## config.mk

```make
export PLATFORM = sky130hd
export DESIGN_NAME = score_display_ctrl
export DESIGN_NICKNAME = d
export VERILOG_FILES = /design/src/rtl/score_pkg.sv /design/src/rtl/score_display_ctrl_bin2bcd.sv /design/src/rtl/score_display_ctrl.sv
export SDC_FILE = /design/constraint.sdc
export NUM_CORES = 1
export LEC_CHECK = 0
export BUFFER_PORTS_ARGS = -buffer_cell sky130_fd_sc_hd__buf_4
export CORE_ASPECT_RATIO = 0.5
export CORE_MARGIN = 1
export CORE_UTILIZATION = 50
export CTS_BUF_LIST = sky130_fd_sc_hd__clkbuf_8
export CTS_CLUSTER_DIAMETER = 30
export CTS_CLUSTER_SIZE = 14
export DETAILED_ROUTE_END_ITERATION = 16
export PLACE_DENSITY = 0.7
export SYNTH_ARGS = -nofsm -noshare
export SYNTH_HDL_FRONTEND = slang
export SYNTH_SLANG_ARGS = --single-unit
```

## constraint.sdc

```tcl
create_clock -name clk2 -period 3.4 [get_ports clk2]
set_clock_uncertainty 0.15 [all_clocks]
set_input_delay 0.68 -clock clk2 [delete_from_list [all_inputs] [get_ports clk2]]
set_output_delay 0.68 -clock clk2 [all_outputs]
set_load 0.03 [all_outputs]
```

## src/rtl/score_pkg.sv

```systemverilog
// Shared constants, types and helpers for the score display controller.
package score_pkg;

  typedef enum logic [1:0] {
    ST_IDLE   = 2'd0,
    ST_SHIFT  = 2'd1,
    ST_COMMIT = 2'd2
  } conv_state_t;

  // Active-low segments, bit order gfedcba.
  localparam logic [6:0] SEG_DIGIT [0:9] = '{
    7'b1000000, 7'b1111001, 7'b0100100, 7'b0110000, 7'b0011001,
    7'b0010010, 7'b0000010, 7'b1111000, 7'b0000000, 7'b0010000
  };
  localparam logic [6:0] SEG_BLANK = 7'h7F;
  localparam logic [6:0] SEG_NINE  = 7'b0010000;

  function automatic logic [31:0] pow10(input int n);
    logic [31:0] r;
    r = 32'd1;
    for (int i = 0; i < n; i++) r = r * 32'd10;
    return r;
  endfunction

  function automatic logic [6:0] seg_encode(input logic [3:0] d);
    logic [6:0] r;
    case (d)
      4'd0:    r = SEG_DIGIT[0];
      4'd1:    r = SEG_DIGIT[1];
      4'd2:    r = SEG_DIGIT[2];
      4'd3:    r = SEG_DIGIT[3];
      4'd4:    r = SEG_DIGIT[4];
      4'd5:    r = SEG_DIGIT[5];
      4'd6:    r = SEG_DIGIT[6];
      4'd7:    r = SEG_DIGIT[7];
      4'd8:    r = SEG_DIGIT[8];
      4'd9:    r = SEG_NINE;
      default: r = SEG_BLANK;
    endcase
    return r;
  endfunction

endpackage

```

## src/rtl/score_display_ctrl_bin2bcd.sv

```systemverilog
// Sequential shift-add-3 binary to BCD converter, one input bit per clock.
module bin2bcd_seq #(
  parameter int BIN_W = 14,
  parameter int BCD_W = 20
) (
  input  logic             clk_i,
  input  logic             rst_i,
  input  logic             start_i,
  input  logic [BIN_W-1:0] bin_i,
  output logic             busy_o,
  output logic             done_o,
  output logic [BCD_W-1:0] bcd_o
);
  localparam int CNT_W = $clog2(BIN_W + 1);

  logic [BIN_W-1:0] sh_q;
  logic [BCD_W-1:0] acc_q;
  logic [BCD_W-1:0] adj_s;
  logic [CNT_W-1:0] cnt_q;
  logic             busy_q;

  always_comb begin
    adj_s = acc_q;
    for (int i = 0; i < BCD_W / 4; i++) begin
      if (acc_q[4*i +: 4] >= 4'd5) adj_s[4*i +: 4] = acc_q[4*i +: 4] + 4'd3;
      else                         adj_s[4*i +: 4] = acc_q[4*i +: 4];
    end
  end

  always_ff @(posedge clk_i) begin
    if (rst_i) begin
      sh_q   <= '0;
      acc_q  <= '0;
      cnt_q  <= '0;
      busy_q <= 1'b0;
    end else if (start_i && !busy_q) begin
      sh_q   <= bin_i;
      acc_q  <= '0;
      cnt_q  <= '0;
      busy_q <= 1'b1;
    end else if (busy_q) begin
      acc_q <= (adj_s << 1) | BCD_W'(sh_q[BIN_W-1]);
      sh_q  <= sh_q << 1;
      cnt_q <= cnt_q + CNT_W'(1);
      if (cnt_q == CNT_W'(BIN_W - 1)) busy_q <= 1'b0;
    end
  end

  assign busy_o = busy_q;
  assign done_o = busy_q && (cnt_q == CNT_W'(BIN_W - 1));
  assign bcd_o  = acc_q;
endmodule

```

## src/rtl/score_display_ctrl.sv

```systemverilog
// Score readout: capture/commit FSM around the BCD converter, seven-segment
// encoding with leading-zero blanking, and a tear-free 8x8 bar-graph scan.
module score_display_ctrl
  import score_pkg::*;
#(
  parameter int SCORE_W    = 14,
  parameter int NUM_DIGITS = 4,
  parameter int LEAD_BLANK = 1,
  parameter int UNIT_LOG2  = 7,
  parameter int SCAN_DIV   = 1
) (
  input  logic                    clk2,
  input  logic                    reset,
  input  logic [SCORE_W-1:0]      score,
  output logic [7*NUM_DIGITS-1:0] seven,
  output logic [4*NUM_DIGITS-1:0] bcd_out,
  output logic                    overflow,
  output logic                    conv_busy,
  output logic [7:0]              dot_col,
  output logic [7:0]              dot_row
);
  localparam int          BCD_W   = 4 * NUM_DIGITS + 4;
  localparam logic [31:0] OVF_LIM = pow10(NUM_DIGITS);
  localparam int          PS_W    = (SCAN_DIV > 1) ? $clog2(SCAN_DIV) : 1;

  function automatic logic [7*NUM_DIGITS-1:0] seven_rst();
    logic [7*NUM_DIGITS-1:0] r;
    for (int i = 0; i < NUM_DIGITS; i++)
      r[7*i +: 7] = (i == 0 || LEAD_BLANK == 0) ? SEG_DIGIT[0] : SEG_BLANK;
    return r;
  endfunction
  localparam logic [7*NUM_DIGITS-1:0] SEVEN_RST = seven_rst();

  conv_state_t             state_q;
  logic [SCORE_W-1:0]      last_q;
  logic                    last_vld_q, busy_q, ovf_q;
  logic [4*NUM_DIGITS-1:0] bcd_q, bcd_d;
  logic [7*NUM_DIGITS-1:0] seven_q, seven_d;
  logic [6:0]              pend_q, bar_d, frame_q;
  logic                    ovf_d, blank_s, start_s, cv_busy_s, cv_done_s;
  logic [BCD_W-1:0]        cv_bcd_s;
  logic [31:0]             units_s;
  logic [PS_W-1:0]         presc_q;
  logic [2:0]              row_q;
  logic [3:0]              full_s;
  logic [7:0]              dot_col_q, dot_row_q, col_d;

  assign start_s = (state_q == ST_IDLE) && !cv_busy_s && (!last_vld_q || score != last_q);

  bin2bcd_seq #(.BIN_W(SCORE_W), .BCD_W(BCD_W)) u_bcd (
    .clk_i(clk2), .rst_i(reset), .start_i(start_s), .bin_i(score),
    .busy_o(cv_busy_s), .done_o(cv_done_s), .bcd_o(cv_bcd_s)
  );

  // Values written at COMMIT; blanking walks down from the top digit.
  always_comb begin
    ovf_d = (32'(last_q) >= OVF_LIM) || (cv_bcd_s[BCD_W-1 -: 4] != 4'd0);
    if (ovf_d) bcd_d = {NUM_DIGITS{4'd9}};
    else       bcd_d = cv_bcd_s[4*NUM_DIGITS-1:0];
    blank_s = (LEAD_BLANK != 0) && !ovf_d;
    seven_d = '0;
    for (int i = NUM_DIGITS - 1; i >= 0; i--) begin
      blank_s = blank_s && (i > 0) && (bcd_d[4*i +: 4] == 4'd0);
      seven_d[7*i +: 7] = blank_s ? SEG_BLANK : seg_encode(bcd_d[4*i +: 4]);
    end
    units_s = 32'(last_q) >> UNIT_LOG2;
    if (units_s > 32'd64) bar_d = 7'd64;
    else                  bar_d = units_s[6:0];
  end

  // Conversion FSM: capture, wait for the converter, commit.
  always_ff @(posedge clk2) begin
    if (reset) begin
      state_q    <= ST_IDLE;
      last_q     <= '0;
      last_vld_q <= 1'b0;
      busy_q     <= 1'b0;
      bcd_q      <= '0;
      seven_q    <= SEVEN_RST;
      ovf_q      <= 1'b0;
      pend_q     <= 7'd0;
    end else begin
      case (state_q)
        ST_IDLE: begin
          if (start_s) begin
            last_q     <= score;
            last_vld_q <= 1'b1;
            busy_q     <= 1'b1;
            state_q    <= ST_SHIFT;
          end
        end
        ST_SHIFT: begin
          if (cv_done_s) state_q <= ST_COMMIT;
        end
        ST_COMMIT: begin
          bcd_q   <= bcd_d;
          seven_q <= seven_d;
          ovf_q   <= ovf_d;
          pend_q  <= bar_d;
          busy_q  <= 1'b0;
          state_q <= ST_IDLE;
        end
        default: state_q <= ST_IDLE;
      endcase
    end
  end

  always_comb begin
    full_s = frame_q[6:3];
    if ({1'b0, row_q} < full_s)       col_d = 8'hFF;
    else if ({1'b0, row_q} == full_s) col_d = ~(8'hFF >> frame_q[2:0]);
    else                              col_d = 8'h00;
  end

  // Row scan; the frame value swaps only as the scan wraps 7 -> 0.
  always_ff @(posedge clk2) begin
    if (reset) begin
      presc_q   <= '0;
      row_q     <= 3'd0;
      frame_q   <= 7'd0;
      dot_col_q <= 8'h00;
      dot_row_q <= 8'hFF;
    end else begin
      if (presc_q == PS_W'(SCAN_DIV - 1)) begin
        presc_q <= '0;
        row_q   <= row_q + 3'd1;
        if (row_q == 3'd7) frame_q <= pend_q;
      end else begin
        presc_q <= presc_q + PS_W'(1);
      end
      dot_row_q <= ~(8'h80 >> row_q);
      dot_col_q <= col_d;
    end
  end

  assign seven     = seven_q;
  assign bcd_out   = bcd_q;
  assign overflow  = ovf_q;
  assign conv_busy = busy_q;
  assign dot_col   = dot_col_q;
  assign dot_row   = dot_row_q;
endmodule

```

======== Yosys cells after proc, flatten, opt, wreduce, memory -nomap -nowiden ========
Memory sizes are Yosys's and may differ from the RTL's. A register that Yosys moved wholly into a read port is not among the register bits.
Cells that the tools add are included.
cells by class
  add/subtract/negate cells ............... 8
  magnitude comparators ................... 8
  equality and inequality tests ........... 8
  shifts and indexed selects .............. 2
  muxes and demuxes ....................... 22
  bitwise gates (word level) .............. 4
  reduce and logical (&&, ||, !) cells .... 25
operators with widths
  cell                                                                    count
  14-bit 2-to-1 mux                                                       2
  7-bit 2-to-1 mux                                                        4
  4-bit by 3-bit >= comparator with 1-bit output (second input constant)  5
  20-bit by 1-bit OR with 20-bit output                                   1
  4-bit by 2-bit adder with 4-bit output (second input constant)          4
  16-bit 2-to-1 mux                                                       1
  4-bit 2-to-1 mux                                                        4
  8-bit 2-to-1 mux                                                        2
  8-bit NOT                                                               2
  8-bit by 3-bit >> shifter with 8-bit output (first input constant)      2
  14-bit >= comparator (second input constant)                            1
  14-bit != test                                                          1
  4-bit zero test                                                         3
  2-bit AND reduction                                                     4
  7-bit greater-than comparator (second input constant)                   1
  1-bit logical AND                                                       7
  4-bit by 1-bit adder with 4-bit output (second input constant)          1
  3-bit by 4-bit == test with 1-bit output                                1
  4-bit == test (second input constant)                                   1
  3-bit by 4-bit less-than comparator with 1-bit output                   1
  1-bit 2-to-1 mux                                                        4
  2-bit 2-to-1 mux                                                        2
  2-bit case mux with 2 select lines                                      1
  2-bit nonzero test                                                      2
  other kinds (16)                                                        20
storage, ports and cells
  register bits ........................... 136
  memory bits (read-only) ................. 448
  input bits .............................. 16
  output and inout port bits .............. 62
  logic and storage cells ................. 98
  memories kept ........................... 4
memories
  name             depth  width  read ports  clocked after memory_dff  write ports  RTL line         RTL
  (no name shown)  16     7      1           0                         0            score_pkg.sv:27  case (d)
  (no name shown)  16     7      1           0                         0            score_pkg.sv:27
  (no name shown)  16     7      1           0                         0            score_pkg.sv:27
  (no name shown)  16     7      1           1                         0            score_pkg.sv:27

======== Depth between registers and ports, before layout ========
  word-level depth ........................ 8
  gate-level depth with buffers ........... 13
  gate-level depth less buffers ........... 11

======== Cells and area by module ========
Synthesis repeated with hierarchy kept, for this count alone.
second synthesis, totals
  cell total of the unflattened synthesis .. 777
  area, all modules ....................... 6,612.6 um^2
modules (own cells, without submodules)
  module              times used  cells an instance  area each (um^2)  seq. area each (um^2)
  score_display_ctrl  1           547                4,639.4           1,941.9
  bin2bcd_seq         1           230                1,973.1           780.7

======== Worst setup path after synthesis ========
No wires, ideal clock.
  kind .................................... register -> register
  from .................................... reg last_q[13]
  to ...................................... reg seven_q[8] (netlist: seven[8])
  data arrival time ....................... 2.807 ns
  data required time ...................... 3.176 ns
  setup slack ............................. 0.368 ns
  stages on the path, launching flop included .. 13
  path buffers ............................ 2
  clock period less this slack ............ 3.032 ns
  cell sequence ........................... dfxtp_1 > buf_2 > nand4_1 > nor4_2 > nor2_1 > clkbuf_1 > nand2_1 > ha_1 > nor3b_1 > and4_1 > a2bb2oi_1 > a31oi_1 > o21ai_0
on the way
  word-level cells in the longest chain between the ends .. 8
  elaborated cells on any way between the ends .. 12
  classes of those cells .................. order compare (1); mux (2); reduce/logical (8); memory (1)
ends and longest elaborated chain
  what                                                            RTL line                  RTL
  start: declaration                                              score_display_ctrl.sv:35  logic [SCORE_W-1:0] last_q;
  start signal: assignment                                        score_display_ctrl.sv:86  last_q <= score;
  14-bit >= comparator (*)                                        score_display_ctrl.sv:57  ovf_d = (32'(last_q) >= OVF_LIM) || (cv_bcd_s[BCD_W-1 -: 4] != 4'd0);
  1-bit logical OR (*)                                            score_display_ctrl.sv:57
  branches (longest 5 deep; another with memory read 16 x 7 bit)  n/a
  7-bit 2-to-1 mux (*)                                            score_display_ctrl.sv:64  seven_d[7*i +: 7] = blank_s ? SEG_BLANK : seg_encode(bcd_d[4*i +: 4]);
  end signal: assignment                                          score_display_ctrl.sv:97  seven_q <= seven_d;
  end: declaration                                                score_display_ctrl.sv:38  logic [7*NUM_DIGITS-1:0] seven_q, seven_d;
Every way passes the cells marked *.
A chain may end at the register's enable or synchronous reset.

======== Worst setup path in the final report ========
  from .................................... reg last_q[4]
  to ...................................... reg seven_q[9] (netlist: seven[9])
Same word-level chain as after synthesis.

==> impl_metrics.json <==
{
  "num-nets-final": 858,
  "dr.first_iter.drc_count": 346,
  "clkTransAtPathRegs_ns": 0.08,
  "antenna_found_initial": 0,
  "cpLargestDelayFamily": "simple AND/OR/NAND/NOR gates",
  "ys_seq_area_share_pct": 42.9,
  "rsz0062_at_grt": "false",
  "hold_violations": 0,
  "mostFrequentLayoutCell": "dfxtp_1",
  "via_per_inst": 5.46,
  "slew_headroom_pct": 41.6,
  "htree_levels": 4,
  "powerDensity_nw_per_um2": 459,
  "cpMaxStageDelayCell": "or2_2",
  "yosysTopAreaCell": "dfxtp_1",
  "power_mw": 3.44,
  "antenna_left": 0,
  "layout_setup_ws_ns": 0.221,
  "grtUsageTotal_pct": 22.4,
  "cp.arrival_ns": 3.38,
  "final_cell_mix": "dfxtp_1, buf_4, a21oi_1",
  "final_max_slew_viol_count": 0,
  "clk_latency_ns": 0.43,
  "start_kind": "flop",
  "areaGrowthSynthToFinish_pct": 17.9,
  "worst_hold_slack_ns": 0.303,
  "dp.cells": 946,
  "crit_type": "reg2reg",
  "portBuffers": 77,
  "grt_pass1_vias": 4702,
  "syn_area_um2": 6350,
  "final_cells": 978,
  "n_fill_cell": 1094,
  "numCtsBuffers": 17,
  "std_cell_rows": 28,
  "tns_ns": 0,
  "dr.pass1.iters": 5,
  "drc": 0,
  "start_util_pct": 52.5,
  "syn-mean-instance-area_um2": 8.58,
  "synth_cell_types": 47,
  "setup_violations": 0,
  "clock-root-buffer": "clkbuf_8",
  "synthCells": 740,
  "drt-total-wl_um": 14600,
  "die_area_um2": 13200,
  "synth-seq-cells": 136,
  "fmax_mhz": 315,
  "slowest_delay_ns": 0.42,
  "p_leak_nw": 2.98,
  "pre_cts_slack_ns": 0.190,
  "critPathBufInv": 0,
  "crit_path_start": "last_q[4]",
  "io_pins": 78,
  "worstPathMaxFanout": 12,
  "cp_cell_sequence": "nor4_2 > nor4_4 > or2_2 > nor2_1 > ha_1 > nor2b_1 > and4_1 > a2bb2oi_1 > a21oi_1 > o21ai_0",
  "overflow": 0,
  "cts_tree": "done",
  "ys_top_cells_by_area": "dfxtp_1, ha_1, a21oi_1",
  "fin_crit_ns": 3.18,
  "die_x_um": 161,
  "cts.sinks": 136,
  "drv_cap": 0,
  "die_h_um": 81.7,
  "post_cts_buffers": 0,
  "antenna_cells": 0,
  "r2r_start": "last_q[4]",
  "endpoint_kind": "flop",
  "hp-class": "reg2reg",
  "worst_pin_slew_ns": 0.874,
  "synth_nets": 798,
  "clockBufferDepth": 2,
  "yosysWarningCount": 0,
  "drive_above_1_share_pct": 18.1,
  "status": "finished clean",
  "period_share_pct": 93.5,
  "grt_max_degree": 45,
  "wl_per_cell_um": 14.9,
  "synth_top_area_share_pct": 42.9,
  "place.gp.congestion": 0.907,
  "worstHoldStart": "pend_q[3]",
  "vias": 5338,
  "design.core.area_um2": 12100,
  "max-vdd-ir-drop_mv": 0.303,
  "worstPathRequired_ns": 3.60,
  "grt_pass1_wl_um": 23400,
  "dp_hpwl_um": 10100
}
[synthesized netlist by cell type (all sizes together)]
library cell / instances
a211oi: 10
a21o: 6
a21oi: 86
a221o: 5
a2bb2oi: 1
a311o: 2
a311oi: 1
a31o: 2
a31oi: 6
a32o: 1
and2: 3
and4: 1
and4b: 1
buf: 8
clkbuf: 43
conb: 1
dfxtp: 136
ha: 42
inv: 29
mux2: 13
mux2i: 14
nand2: 57
nand2b: 16
nand3: 36
nand3b: 7
nand4: 6
nor2: 58
nor2b: 14
nor3: 14
nor3b: 1
nor4: 3
nor4b: 2
o211ai: 4
o21a: 1
o21ai: 65
o22a: 6
o311ai: 2
o31ai: 4
or2: 2
or3: 2
or4: 1
xnor2: 24
xor2: 4
[through the flow]
stage / util, % / instance area [um2]
floorplan: - / 6350
global placement: 58.3 / 7050
detailed placement: 58.3 / 7050
CTS: 61.8 / 7460
global route: 61.9 / 7480
finish: 61.9 / 7480
[per-layer routing]
layer	vias up	track usage, %	wire length (um)
met5	-	0	0
met1	2505	31.0	7230
met2	128	36.2	6650
met4	0	5.66	106
met3	15	4.14	616
li1	2690	-	-
[registers in the layout (all words and copies together), names as in the netlist, 3 cells and up]
name         count
seven           28
frame_q          7
dot_row          8
pend_q           7
dot_col          8
last_q          14
u_bcd.bcd_o     20
row_q            3
bcd_out         16
u_bcd.cnt_q      4
u_bcd.sh_q      14
[tightest hold or removal path: stages (launching register included)]
cell and delay, ns:
dfxtp_1 0.31, nand2_1 0.05, a21oi_1 0.05
[cell families (layout without fill, tap and decap cells)]
family / Yosys count / in the layout / share of synthesized area [%]
AND/OR/NAND/NOR: 224 / 224 / 17.1
AO/OA/AOI/OAI: 202 / 202 / 18.4
flip-flops: 136 / 136 / 42.9
buffers and inverters: 80 / 153 / 4.85
adder cells (fa/ha/maj): 42 / 42 / 8.28
XOR/XNOR: 28 / 28 / 3.86
multiplexers: 27 / 27 / 4.51
other: 1 / 1 / 0.0591
[report_power, final]
group          switching (mW)  internal (mW)
registers              0.0497           1.65
logic                   0.204          0.143
clock network           0.636          0.761
[path summary, 6_finish.rpt]
check / end / slack (ns) / cells after the start
setup / recovery: seven[9] / 0.22 / 10
setup reg to reg: seven[9] / 0.22 / 10
hold / removal: pend_q[3] / 0.30 / 2
hold reg to reg: pend_q[3] / 0.30 / 2
[what timing repair did]
item / CTS / global route
hold buffers: 0 / 0
resized for setup: 0 / 3
setup endpoints to repair: 0 / 6
[final cells by class]
class,count,area (um2),share of cell area [%]
Clock buffer,19,262,3.49
Clock inverter,13,153,2.04
Inverter,29,109,1.45
Multi-Input combinational cell,524,3340,44.6
Sequential cell,136,2720,36.4
Tap cell,165,206,2.76
Timing Repair Buffer,92,691,9.23
Note: power is estimated with default switching activity, not from simulation.
